==> src/rtl/instr_mem_prog.sv <==
// instr_mem_prog: runtime-loadable instruction memory for the accumulator core.
// After reset every word is cleared to NOP_OP (DEPTH cycles, busy=1). A streaming
// loader then writes programs from address 0. The fetch port answers one cycle
// after an accepted request. Addresses at or past the loaded length return END_OP.
//
// Ports:
//   clk, rst_n                     clock (rising edge), synchronous active-low reset
//   ld_start                       pulse: begin (or restart) a program load
//   ld_valid/ld_data/ld_last       loader beat, ld_last marks the final beat
//   ld_ready                       loader may transfer (high throughout a load)
//   ld_overflow                    sticky: beats dropped because memory was full
//   if_req/if_addr                 fetch request and address
//   if_valid/if_data               fetch response, one cycle after the request
//   busy                           clearing or loading, fetches not serviced
//   prog_len                       words in the current program (0..DEPTH)
//
// Optional feature macro INSTR_MEM_PARITY_EN adds a per-word even-parity bit,
// input par_inject (flips the stored parity on a load write) and output if_perr.
module instr_mem_prog #(
    parameter int unsigned          DATA_W = 8,
    parameter int unsigned          ADDR_W = 8,
    parameter int unsigned          DEPTH  = 256,
    parameter logic [DATA_W-1:0]    NOP_OP = '0,
    parameter logic [DATA_W-1:0]    END_OP = '1
) (
    input  logic                clk,
    input  logic                rst_n,
    input  logic                ld_start,
    input  logic                ld_valid,
    input  logic [DATA_W-1:0]   ld_data,
    input  logic                ld_last,
    output logic                ld_ready,
    output logic                ld_overflow,
    input  logic                if_req,
    input  logic [ADDR_W-1:0]   if_addr,
    output logic                if_valid,
    output logic [DATA_W-1:0]   if_data,
    output logic                busy,
`ifdef INSTR_MEM_PARITY_EN
    input  logic                par_inject,
    output logic                if_perr,
`endif
    output logic [ADDR_W:0]     prog_len
);

    localparam int unsigned PTR_W = ADDR_W + 1;
    localparam int unsigned IDX_W = (DEPTH > 1) ? $clog2(DEPTH) : 1;

    typedef enum logic [1:0] {
        S_CLEAR = 2'd0,
        S_RUN   = 2'd1,
        S_LOAD  = 2'd2
    } state_t;

    state_t             state;
    state_t             next_state;
    logic [PTR_W-1:0]   clr_ptr;
    logic               busy_d;
    logic               ld_ready_d;

    logic [DATA_W-1:0]  mem [DEPTH];
`ifdef INSTR_MEM_PARITY_EN
    logic               par_mem [DEPTH];
    logic               wpar;
    logic               rd_par;
`endif

    logic               we;
    logic [IDX_W-1:0]   widx;
    logic [DATA_W-1:0]  wdata;
    logic               xfer;
    logic               full;
    logic               fetch;
    logic               hit;
    logic [DATA_W-1:0]  rd_word;

    assign xfer    = ld_valid & ld_ready;
    // prog_len doubles as the load write pointer
    assign full    = (prog_len == PTR_W'(DEPTH));
    // ld_start wins over a simultaneous fetch request
    assign fetch   = (state == S_RUN) & if_req & ~ld_start;
    assign hit     = (PTR_W'(if_addr) < prog_len);
    assign rd_word = mem[IDX_W'(if_addr)];
`ifdef INSTR_MEM_PARITY_EN
    assign rd_par  = par_mem[IDX_W'(if_addr)];
`endif

    // State register
    always_ff @(posedge clk) begin
        if (!rst_n) begin
            state <= S_CLEAR;
        end else begin
            state <= next_state;
        end
    end

    // Next-state logic
    always_comb begin
        next_state = state;
        case (state)
            S_CLEAR: if (clr_ptr == PTR_W'(DEPTH - 1)) next_state = S_RUN;
            S_RUN:   if (ld_start) next_state = S_LOAD;
            S_LOAD:  if (!ld_start && xfer && ld_last) next_state = S_RUN;
            default: next_state = S_CLEAR;
        endcase
    end

    // Status outputs follow the state being entered so they are registered with it
    always_comb begin
        busy_d     = (next_state != S_RUN);
        ld_ready_d = (next_state == S_LOAD);
    end

    // Memory write port: clear sweep or loader beat (beats dropped once full)
    always_comb begin
        we    = 1'b0;
        widx  = '0;
        wdata = NOP_OP;
`ifdef INSTR_MEM_PARITY_EN
        wpar  = ^NOP_OP;
`endif
        case (state)
            S_CLEAR: begin
                we   = 1'b1;
                widx = IDX_W'(clr_ptr);
            end
            S_LOAD: begin
                we    = xfer & ~ld_start & ~full;
                widx  = IDX_W'(prog_len);
                wdata = ld_data;
`ifdef INSTR_MEM_PARITY_EN
                wpar  = (^ld_data) ^ par_inject;
`endif
            end
            default: ;
        endcase
    end

    // Storage array, no reset: contents are rebuilt by the clear sweep
    always_ff @(posedge clk) begin
        if (we) begin
            mem[widx] <= wdata;
`ifdef INSTR_MEM_PARITY_EN
            par_mem[widx] <= wpar;
`endif
        end
    end

    // Control datapath and registered outputs
    always_ff @(posedge clk) begin
        if (!rst_n) begin
            clr_ptr     <= '0;
            prog_len    <= '0;
            ld_ready    <= 1'b0;
            ld_overflow <= 1'b0;
            if_valid    <= 1'b0;
            if_data     <= NOP_OP;
            busy        <= 1'b1;
`ifdef INSTR_MEM_PARITY_EN
            if_perr     <= 1'b0;
`endif
        end else begin
            busy     <= busy_d;
            ld_ready <= ld_ready_d;
            if_valid <= fetch;
            if (fetch) begin
                if_data <= hit ? rd_word : END_OP;
            end
`ifdef INSTR_MEM_PARITY_EN
            if_perr <= fetch & hit & ((^rd_word) != rd_par);
`endif
            case (state)
                S_CLEAR: clr_ptr <= clr_ptr + PTR_W'(1);
                S_RUN: begin
                    if (ld_start) begin
                        prog_len    <= '0;
                        ld_overflow <= 1'b0;
                    end
                end
                S_LOAD: begin
                    if (ld_start) begin
                        prog_len    <= '0;
                        ld_overflow <= 1'b0;
                    end else if (xfer) begin
                        if (!full) begin
                            prog_len <= prog_len + PTR_W'(1);
                        end else begin
                            ld_overflow <= 1'b1;
                        end
                    end
                end
                default: ;
            endcase
        end
    end

endmodule

==> config.mk <==
export PLATFORM = sky130hd
export DESIGN_NAME = instr_mem_prog
export DESIGN_NICKNAME = d
export VERILOG_FILES = /design/src/rtl/instr_mem_prog.sv
export SDC_FILE = /design/constraint.sdc
export NUM_CORES = 2
export LEC_CHECK = 0
export ABC_AREA = 1
export BUFFER_PORTS_ARGS = -buffer_cell sky130_fd_sc_hd__buf_2
export CAP_MARGIN = 10
export CORE_MARGIN = 1
export CORE_UTILIZATION = 45
export DETAILED_ROUTE_END_ITERATION = 12
export GPL_ROUTABILITY_DRIVEN = 0
export MAX_ROUTING_LAYER = met4
export PLACE_DENSITY = 0.66
export SETUP_SLACK_MARGIN = 0.05
export SLEW_MARGIN = 20
export SYNTH_ARGS = -nofsm -noshare
export SYNTH_HDL_FRONTEND = slang
export SYNTH_SLANG_ARGS = --single-unit
==> constraint.sdc <==
create_clock -name clk -period 18.2 [get_ports clk]
set_clock_uncertainty 0.2 [all_clocks]
set_input_delay 1.82 -clock clk [delete_from_list [all_inputs] [get_ports clk]]
set_output_delay 1.82 -clock clk [all_outputs]
set_load 0.005 [all_outputs]
After elaboration in Yosys (flattened, before gate mapping)
Memory sizes are Yosys's and may differ from the RTL's.
Cells that the tools add are included.
{"block": "totals", "wordCells": 56, "in_bits": 22, "memories": 1, "mem_bits_ro": 0, "latchBits": 0, "reg_bits": 32, "ramBits": 2048, "out_inout_bits": 21}
{"block": "classes", "n_mux": 20, "addsub": 2, "n_lt_le_gt_ge": 1, "reduce_logical": 7, "eq_ne": 10, "multipliers": 0, "bitwise": 7, "shift": 0, "div": 0}
{"name": "mem", "depth": 256, "word_bits": 8, "rd": 1, "rd_clocked_by_memory_dff": 0, "write_ports": 1, "line_no": "61", "text": "logic [DATA_W-1:0] mem [DEPTH];"}
{"cell": "$mux 9", "n": 4}
{"cell": "$add 9x1->9 const B", "n": 2}
{"cell": "$pmux 9 s2", "n": 1}
{"cell": "$mux 8", "n": 2}
{"cell": "$pmux 8 s2", "n": 1}
{"cell": "$eq 9x8->1 const B", "n": 1}
{"cell": "$eq 9x9->1 const B", "n": 1}
{"cell": "$lt 8x9->1", "n": 1}
{"cell": "$ne 3x3->1 const B", "n": 3}
{"cell": "$reduce_and 4->1", "n": 2}
{"cell": "$mux 1", "n": 6}
{"cell": "$mux 2", "n": 3}
{"cell": "$pmux 2 s3", "n": 1}
{"cell": "$and 1x1->1", "n": 5}
{"cell": "$eq 2x2->1 const B", "n": 2}
{"cell": "$pmux 1 s2", "n": 2}
{"cell": "$eq 2x1->1 const B", "n": 1}
{"cell": "$logic_and 1x1->1", "n": 2}
{"cell": "$logic_not 2->1", "n": 1}
{"cell": "$ne 2x1->1 const B", "n": 1}
{"cell": "$ne 2x2->1 const B", "n": 1}
{"cell": "$not 1->1", "n": 2}
{"cell": "$reduce_bool 2->1", "n": 1}
{"cell": "$logic_not 1->1", "n": 1}

Longest topological paths before layout
{"block": "logic_depth", "depth_word": 6, "depth_mapped": 17, "depth_no_buf": 14}

Worst setup path after synthesis
OpenSTA, ideal clock, no wires.
{"block": "synth_path", "path_type": "input to register", "start": "in ld_data[0]", "end": "mem mem[0][0], data pin", "arrival_time_ns": 7.702, "required_time_ns": 16.612, "stages": 2, "n_path_buf": 0, "setup_time_ns": 1.388, "setup_slack_ns": 8.910, "cell_sequence": "inv_1 > nor2_1"}
{"block": "synth_between", "elab_chain_len": 1}
{"item": "from (decl)", "line_no": "30", "text": "input logic [DATA_W-1:0] ld_data,"}
{"item": "$mux 8", "line_no": "122", "text": "case (state)"}
{"item": "named net wdata[0]", "line_no": "70", "text": "logic [DATA_W-1:0] wdata;"}
{"item": "to (decl)", "line_no": "61"}
The timed path passes the listed nets, and every way through them passes these cells.

Final worst setup path
{"block": "layout_path", "start": "in if_addr[1]", "end": "reg if_data[7]"}
{"block": "layout_between", "elab_chain_len": 2, "word_cells_on_any_way": 3, "cone_classes": "order compare: 1; mux: 1; memory: 1"}
{"item": "from (decl)", "line_no": "35", "text": "input logic [ADDR_W-1:0] if_addr,"}
{"item": "$mem_v2 256x8 or $lt 8x9->1 (tied branches)"}
{"item": "$mux 8 *", "line_no": "167", "text": "if_data <= hit ? rd_word : END_OP;"}
{"item": "to (signal assigned)", "line_no": "167"}
{"item": "to (decl)", "line_no": "37", "text": "output logic [DATA_W-1:0] if_data,"}
Mark *: on every way between the ends. The rest lies on a longest branch, timed or not.
A chain may end at the register's enable or synchronous reset.

==> results.md <==
* Final WS setup at 12.32 ns
* Cell Area, Synth at 0.0850 mm2
* Setup TNS Final at 0 ns
* Place WS at 11.66 ns
* Finished Cell Area at ~0.093 mm2
* Routed vias at 56600
* Pint at 7.58 mW
* Yosys warnings at 0
* Sequential element share of the synthesized area at 0.731
* Status: completed
* Antenna violations before repair at 3
* Worst-Margin Slew at 1.18 ns
* Dpl hpwl at 128000 um
* Maximum VDD drop at 0.0000732 V
* Overflow after GRT at 0
* FP Rows at 159
* DRT Pass-1 Iters at 6
* Drt total wl at 233000 um
* Slowest cell on crit path: buf_4
* R2r endpoint: mem[135][3]$_DFFE_PP_
* Layout Nets at approximately 7100
* PD cells at between 100 and 150 mW/mm2
* Area post-placement at 0.0869 mm2
* Max clock buf depth at 3
* Multi-input gate area at 0.0202 mm2
* Clock Sinks at 2080
* Cells after Synth at approximately 7200
* Leak pwr at 32.6 nW
* Synth cell types at 32
* Sequential cell area at 0.0621 mm2
* CTS Hold Bufs at 0
* Final Hold Viols at 0
* Reg-to-reg critical path startpoint: prog_len[0]$_SDFFE_PN0P_
* Path depth of the worst reg2reg path at 9
* Ports at 43
* Hold_ws at 0.285 ns
* Top cell by count, worst path: nand3_1
* # Post-CTS Setup Buffers at 0
* CP Max Fanout at 106
* Worst Hold Class: reg2reg
* Syn Nets at 7272
* Cell Chain, Critical Path: buf_8, inv_8, buf_4, buf_4, nand3_1, nand3_1, nand3_1, nand3_1, nand3_1, nand3_1, nand2_1, nand2_1, nand3_1, nand2_1, inv_1
* Synth Area per Inst at approximately 12 um2
* Commonest non-fill, non-tap cells in the layout: nand2_1 (2138), edfxtp_1 (2048), nand3_1 (2029), nor2_1 (295), clkbuf_16 (205)
* Largest net degree at the start of global routing at 241
* CTS H-tree lvls at 4
* F_max at 170 MHz
* Vias in the first global route at 52600
* Total Routing Usage GR at 0.247
* Wire per inst at 23.9 um
* Die area at 0.191 mm2
* I/O Buffers at 42
* Comb power frac at 0.050
* Layout area overhead at 9.87%
* Clk_lat worst skew at 0.86 ns
* Share of cells above drive strength 1 at 0.0627
* Post-CTS sizing at 0
* Tcrit/Tclk final at 0.323
* Worst-path clk slew at 0.06 ns
* CTS root buf: clkbuf_16
* First-pass GRT wire length at 345000 um
* Max-cap viol count at 0
* Die Span Y at 437 um
* Switching power at 2.21 mW
* Critical Setup Path Class: in2reg
* Tot Pwr at 9.79 mW
* Finished Layout Cells at a little under 10000
* Clock share of power at 0.420
* Final setup fails at 0
* R2r setup slk at 13.60 ns
* Fill cells at 16000
* CTS tree: built
* Commonest non-fill, non-tap cell in the layout: nand2_1
* Layout Utilization at 0.498
* RSZ-0062 raised after global routing: no
* Crit. End Element: flip-flop
* Minimum clock period after layout at 5.88 ns
* Post-route ant nets at 0
* DR DRC count at 0
* Die W at 437 um
* Critical Path RT at 18.76 ns
* Crit path largest cell delay at around 0.8 ns
* Number of synthesized register bits at about 2100
* Initial Utilization at 0.453
* Switching part of the total at 0.226
* Core area at ~0.19 mm2
* Rel. slew slack at 0.211
* Num CTS Buffers at 205
* First-iteration detailed-routing DRC count at slightly below 8000
* Flop pwr share at 0.530
* Placed cells at approximately 9400
* CP endpoint: if_data[7]$_SDFFE_PN0P_
* WP data arrival at 6.44 ns
* CP startpoint kind: primary input
* Critical path origin: if_addr[1]
* Via density at 5.80
* Max-slew violation count at 0
cells by family after synthesis:
| logic type | after synthesis | share of synthesized area |
|---|---|---|
| buffers and inverters | 580 | 0.0316 |
| adder cells (fa/ha/maj) | 11 | 0.00162 |
| flip-flops | 2080 | 0.731 |
| AO/OA/AOI/OAI | 49 | 0.00430 |
| AND/OR/NAND/NOR | 4519 | 0.231 |
final cells by class:
cell class              instances  area share
diodes                          3   0.0000804
clock buffers                 254      0.0569
clock inverters               122      0.0125
inverters                      94     0.00417
multi-input cells            4579       0.217
flip-flops and latches       2080       0.665
well taps                    2495      0.0334
repair buffers                122      0.0107
power groups by stage:
| stage | Clock [mW] | Combinational (mW) | Sequential, mW |
|---|---|---|---|
| after CTS | 4.14 | 0.484 | 5.19 |
| after global placement | 0 | 0.479 | 5.29 |
| final | 4.11 | 0.494 | 5.19 |
| after detailed placement | 0 | 0.483 | 5.29 |
| after floorplan | 0 | 0.319 | 5.29 |
| after global routing | 4.31 | 0.528 | 5.19 |
how the worst min path moves through the flow:
stage	to	slack [ns]	cells after the start	start
after global routing	clr_ptr[5]$_SDFFE_PN0N_	0.32	2	clr_ptr[5]$_SDFFE_PN0N_
after floorplan	clr_ptr[0]$_SDFFE_PN0N_	0.25	1	clr_ptr[0]$_SDFFE_PN0N_
final	ld_overflow$_SDFFE_PN0P_	0.28	2	ld_overflow$_SDFFE_PN0P_
after global placement	ld_overflow$_SDFFE_PN0P_	0.26	2	ld_overflow$_SDFFE_PN0P_
after detailed placement	ld_overflow$_SDFFE_PN0P_	0.26	2	ld_overflow$_SDFFE_PN0P_
after CTS	ld_overflow$_SDFFE_PN0P_	0.28	2	ld_overflow$_SDFFE_PN0P_
synthesized netlist by cell type:
cell type | number | share of area
a2111oi_4 | 1 | 0.00032
a21oi_1 | 26 | 0.0015
buf_1 | 45 | 0.0020
buf_2 | 341 | 0.020
buf_4 | 11 | 0.00097
buf_6 | 5 | 0.00066
clkbuf_1 | 84 | 0.0037
dfxtp_1 | 32 | 0.0075
edfxtp_1 | 2048 | 0.72
ha_1 | 11 | 0.0016
inv_1 | 85 | 0.0038
inv_2 | 7 | 0.00031
inv_4 | 2 | 0.00015
nand2_1 | 2144 | 0.095
nand2_2 | 11 | 0.00081
nand3_1 | 2029 | 0.12
nand3_2 | 1 | 0.00012
nand3b_1 | 1 | 0.000088
nand4_1 | 2 | 0.00015
nand4_4 | 1 | 0.00025
nor2_1 | 303 | 0.013
nor2_2 | 5 | 0.00037
nor2_4 | 4 | 0.00053
nor3_1 | 13 | 0.00077
nor3_2 | 2 | 0.00024
nor3_4 | 1 | 0.00019
nor3b_1 | 2 | 0.00018
o21ai_0 | 13 | 0.00077
o21ai_2 | 1 | 0.00010
o21ai_4 | 1 | 0.00019
o22ai_2 | 3 | 0.00044
o22ai_4 | 4 | 0.00094
state kept, by name, indices dropped and copies added (netlist names):
register,flops
mem,2048
clr_ptr,9
prog_len,9
if_data,8
state,2
busy,1
if_valid,1
ld_overflow,1
ld_ready,1
metal layers:
metal	track usage	vias to the layer above	wire, um
met5	-	-	0
met4	0.0911	0	8540
met3	0.0444	454	23100
met2	0.367	3036	107000
met1	0.340	27800	94100
li1	-	25300	-
critical path, delay by kind of cell:
| family | cells | cell delay [ns] |
|---|---|---|
| simple gates | 10 | 1.72 |
| buf+inv | 5 | 2.58 |
Power figures use the tool's default switching activity.
